$ cat config.mk
export PLATFORM = sky130hd
export DESIGN_NAME = mux_scan_ctrl
export DESIGN_NICKNAME = d
export VERILOG_FILES = /design/src/rtl/mux_scan_pkg.sv /design/src/rtl/mux_dwell_cnt.sv /design/src/rtl/mux_scan_ctrl.sv
export SDC_FILE = /design/constraint.sdc
export NUM_CORES = 1
export LEC_CHECK = 0
export ABC_AREA = 1
export BUFFER_PORTS_ARGS = -buffer_cell sky130_fd_sc_hd__buf_2
export CELL_PAD_IN_SITES_DETAIL_PLACEMENT = 1
export CELL_PAD_IN_SITES_GLOBAL_PLACEMENT = 2
export CORE_UTILIZATION = 30
export CTS_CLUSTER_DIAMETER = 120
export CTS_CLUSTER_SIZE = 10
export DETAILED_ROUTE_END_ITERATION = 16
export PLACE_DENSITY_LB_ADDON = 0.1
export RECOVER_POWER = 25
export SETUP_SLACK_MARGIN = 0.3
export SLEW_MARGIN = 20
export SYNTH_ARGS = -nofsm -noshare
export SYNTH_HDL_FRONTEND = slang
export SYNTH_SLANG_ARGS = --single-unit
$ cat constraint.sdc
create_clock -name clk -period 1.7 [get_ports clk]
set_input_delay 0.085 -clock clk [delete_from_list [all_inputs] [get_ports clk]]
set_output_delay 0.085 -clock clk [all_outputs]
set_load 0.03 [all_outputs]
$ cat src/rtl/mux_scan_pkg.sv
// Shared types and constants for the 4:1 mux select sequencer.
// Channel k is selected by {s1,s0} = k; the scan walks channels 0..NUM_CH-1.
package mux_scan_pkg;

    typedef enum logic [1:0] {
        IDLE = 2'd0,
        SCAN = 2'd1,
        DONE = 2'd2
    } scan_state_t;

    localparam int NUM_CH = 4;
    localparam int CH_W   = 2;

    localparam logic [CH_W-1:0] LAST_CH = CH_W'(NUM_CH - 1);

    // A single-cycle dwell still needs a 1-bit counter that simply sits at zero.
    function automatic int dwell_width(input int dwell);
        return (dwell > 1) ? $clog2(dwell) : 1;
    endfunction

endpackage

$ cat src/rtl/mux_dwell_cnt.sv
// Dwell counter: counts cycles spent on one channel while enabled and pulses tc
// on the last cycle of each dwell. clr holds the count at zero outside a scan.
module mux_dwell_cnt
    import mux_scan_pkg::*;
#(
    parameter int DWELL = 2
) (
    input  logic clk,
    input  logic rst_n,
    input  logic en,
    input  logic clr,
    output logic tc
);

    localparam int            CW   = dwell_width(DWELL);
    localparam logic [CW-1:0] LAST = CW'(DWELL - 1);

    logic [CW-1:0] cnt;

    always_ff @(posedge clk or negedge rst_n) begin
        if (!rst_n) begin
            cnt <= '0;
        end else if (clr) begin
            cnt <= '0;
        end else if (en) begin
            if (cnt == LAST) begin
                cnt <= '0;
            end else begin
                cnt <= cnt + 1'b1;
            end
        end
    end

    assign tc = en && !clr && (cnt == LAST);

endmodule

$ cat src/rtl/mux_scan_ctrl.sv
// Select sequencer for a 4:1 mux: walks {s1,s0} over all channels, samples y once per
// channel and hands the packed 4-bit word to a consumer over valid/ready.
module mux_scan_ctrl
    import mux_scan_pkg::*;
#(
    parameter int DWELL = 2,
    parameter bit CONT  = 1'b0
) (
    input  logic              clk,
    input  logic              rst_n,
    input  logic              start,
    input  logic              mux_y,
    output logic              s1,
    output logic              s0,
    output logic              busy,
    output logic [NUM_CH-1:0] out_word,
    output logic              out_valid,
    input  logic              out_ready
);

    scan_state_t     state;
    logic [CH_W-1:0] ch;
    logic            scanning;
    logic            tc;

    assign scanning = (state == SCAN);

    mux_dwell_cnt #(
        .DWELL (DWELL)
    ) u_dwell (
        .clk   (clk),
        .rst_n (rst_n),
        .en    (scanning),
        .clr   (!scanning),
        .tc    (tc)
    );

    // ch is the select register itself, so the mux sees glitch-free registered selects.
    assign {s1, s0} = ch;

    always_ff @(posedge clk or negedge rst_n) begin
        if (!rst_n) begin
            state     <= IDLE;
            ch        <= '0;
            out_word  <= '0;
            out_valid <= 1'b0;
            busy      <= 1'b0;
        end else begin
            case (state)
                IDLE: begin
                    if (start) begin
                        state <= SCAN;
                        ch    <= '0;
                        busy  <= 1'b1;
                    end
                end
                SCAN: begin
                    if (tc) begin
                        out_word[ch] <= mux_y;
                        ch           <= ch + 1'b1;
                        if (ch == LAST_CH) begin
                            state     <= DONE;
                            out_valid <= 1'b1;
                        end
                    end
                end
                DONE: begin
                    // Word and selects stay frozen for as long as the consumer stalls.
                    if (out_ready) begin
                        out_valid <= 1'b0;
                        if (CONT) begin
                            state <= SCAN;
                        end else begin
                            state <= IDLE;
                            busy  <= 1'b0;
                        end
                    end
                end
                default: begin
                    state     <= IDLE;
                    ch        <= '0;
                    out_valid <= 1'b0;
                    busy      <= 1'b0;
                end
            endcase
        end
    end

endmodule

==> metrics.csv <==
stage,metric,value,unit
status,outcome,completed,
yosys,ys_ff_latch,11,
sta,worst_pin_slew,0.615,ns
yosys,syn-instance-count,65,
critical_path,path_class,reg -> reg,
critical_path,crit_path_start_kind,register,
power,p_per_area,1930,nW/um^2
critical_path,cp_common_cell,inv_1,
global_routing,grt_pass1_wl,1.97,mm
yosys,synth_top_area_share,50.7,%
global_routing,grt.total_usage,14.7,%
sta,skew,0.00265,ns
drt,vias,460,
yosys,syn-num-nets,74,
clocking,cts_max_level,1,
critical_path,path_cells,inv_1 -> ha_1 -> inv_1 -> nor2_1 -> nand4_1 -> nand2_1,
yosys,yosysUniqueCellTypes,12,
clocking,tritoncts,done,
critical_path,max_stage_delay,0.44,ns
finish,nNetsFinal,92,
yosys,synth_area_per_cell,8.35,sq um
sta,setup_viol,0,
clocking,clock_path_buffers,2,
placed_design,io_buffers,12,
sta,max_slew_margin,59.0,%
yosys,yosysMostFrequentCell,nand2_1,
critical_path,required,1.91,ns
global_routing,grt-ovfl-total,0,
finish,design_area,669,sq um
drt,drc_errors,0,
critical_path,crit_arrival,1.34,ns
finish,antennaDiodeCount,0,
clocking,clockRootBuffer,clkbuf_4,
sta,tns,0,ns
finish,syn_to_final_growth,23.3,%
critical_path,path_delay_family,flip-flops,
power,finalPower,1290,uW
placed_design,placed_area,634,sq um
yosys,synth_top_area_cell,dfrtp_1,
global_routing,antenna_found_initial,0,
die,ios,13,
yosys,ys_top_cells_by_count,"nand2_1 (22), dfrtp_1 (11), inv_1 (9), nand3_1 (5)",
die,std_cell_rows,15,
clocking,post_cts_buffers,0,
finish,fill_cells,223,
clocking,cts-resized-gates,0,
die,die_w,44.5,um
drt,wl_per_cell,10.3,um
finish,final_layout_size_suffix_gt1_share,22.0,%
drt,wl,1.10,mm
yosys,synthArstFlopShare,100,%
sta,max_freq,0.884,GHz
power,ir_drop,0.715,mV
sta,hold_violations,0,
power,power.leakage,0.000379,uW
placed_design,place_congestion,0.744,
sta,min_period,1.13,ns
drt,first_pass_iters,2,
clocking,clkTransAtPathRegs,0.07,ns
yosys,yosysSeqAreaShare,50.7,%
critical_path,cp_max_fo,6,
die,core_area,1710,sq um
die,dieArea,1980,sq um
yosys,syn_area,543,sq um
yosys,synth_flop_cell,dfrtp_1,
drt,drt-initial-drc-count,4,
placed_design,dp.final_hpwl,898,um
sta,rsz0062_at_grt,false,
yosys,yosysWarnings,0,
clocking,numCtsBuffers,3,
critical_path,end_kind,register,
critical_path,cpMaxStageDelayCell,dfrtp_1,
clocking,worstSkewPairLatency,0.26,ns
clocking,cts_num_sinks,11,
min_path,min_path_type,in -> reg,
critical_path,cp.buffers_inverters,2,
die,die_h,44.5,um
global_routing,grt_max_degree,12,
flow_run,max-cap-violations,0,
yosys,synthTopCellsByArea,"dfrtp_1 (51%), nand2_1 (15%), ha_1 (9.2%), inv_1 (6.2%), nand3_1 (4.6%)",
yosys,synth_edf_count,0,
die,start_util,31.8,%
drt,routed_via_density,4.30,
sta,slew_viol_final,0,
sta,period_share,66.6,%
drt,route.antenna.remaining_nets,0,
global_routing,grt_pass1_vias,459,
[registers in the layout (all words and copies together) (netlist names)]
name         count
busy             1
state            2
out_word         4
u_dwell.cnt      1
out_valid        1
ch               2
[per-stage QoR]
stage / utilization (%) / cells / setup slack, ns / hold WS, ns
global placement: 37.1 / 102 / 0.588 / -0.0292
CTS: 39.3 / 107 / 0.551 / 0.0576
finish: 39.2 / 107 / 0.568 / 0.0614
floorplan: - / 65 / 0.464 / -0.211
detailed placement: 37.1 / 102 / 0.573 / -0.0273
global route: 39.2 / 107 / 0.468 / 0.0776
[layout by cell type, fill, tap and decap left out, drive strengths merged]
master / netlist / final
dlygate4sd3: 0 / 1
buf: 0 / 11
o21ai: 5 / 5
nand3: 5 / 5
dfrtp: 11 / 11
nand2: 24 / 24
inv: 10 / 10
clkbuf: 0 / 5
nand4: 2 / 2
nor2: 4 / 4
ha: 4 / 4
[tightest hold or removal path: cells and delay by family]
kind / cells / cell delay (ns)
buffers and inverters: 1 / 0.09
AND/OR/NAND/NOR: 2 / 0.12
[repair_timing]
| item | CTS | global route |
|---|---|---|
| hold endpoints to repair | 11 | 0 |
| hold buffers | 1 | 0 |
| setup endpoints to repair | 0 | 0 |
[kinds of logic after synthesis]
kind of cell,synth area share (%)
buffers and inverters,6.91
AOI/OAI and AO/OA,4.61
DFF,50.7
adders and majority gates,9.22
and+or+nand+nor,28.6
[per-layer routing]
metal	up-vias	part of all wire (%)	global-route usage [%]
li1	237	-	-
met1	214	46	16.5
met2	7	49	23.5
met3	2	3.8	5.31
met4	0	0.91	9.09
met5	-	0	0
[final cells by class]
| cell class | count | area, sq um | area share, % |
|---|---|---|---|
| clock buffer | 4 | 26.3 | 3.93 |
| inverter | 10 | 37.5 | 5.61 |
| multi-input combinational | 44 | 230 | 34.4 |
| sequential | 11 | 275 | 41.1 |
| tap | 25 | 31.3 | 4.67 |
| timing repair buffer | 13 | 68.8 | 10.3 |
[path summary, 6_finish.rpt]
check	end	slack [ns]	cells past startpoint	from
worst min-delay path	state[0]	0.06	3	start
worst max-delay path	ch[1]	0.57	6	ch[0]
worst max register to register	ch[1]	0.57	6	ch[0]
max in group asynchronous	state[0]	0.96	2	rst_n
min in group asynchronous	out_word[1]	0.34	2	rst_n
worst min register to register	busy	0.47	2	busy
[power by group]
part           total [uW]  switching, uW  leakage, uW  internal, uW
logic                 655            447     0.000228           209
registers             463           86.7     0.000136           376
clock network         176           85.5    0.0000150          90.6
total                1290            619     0.000379           676
(Power assumes the default switching activity.)
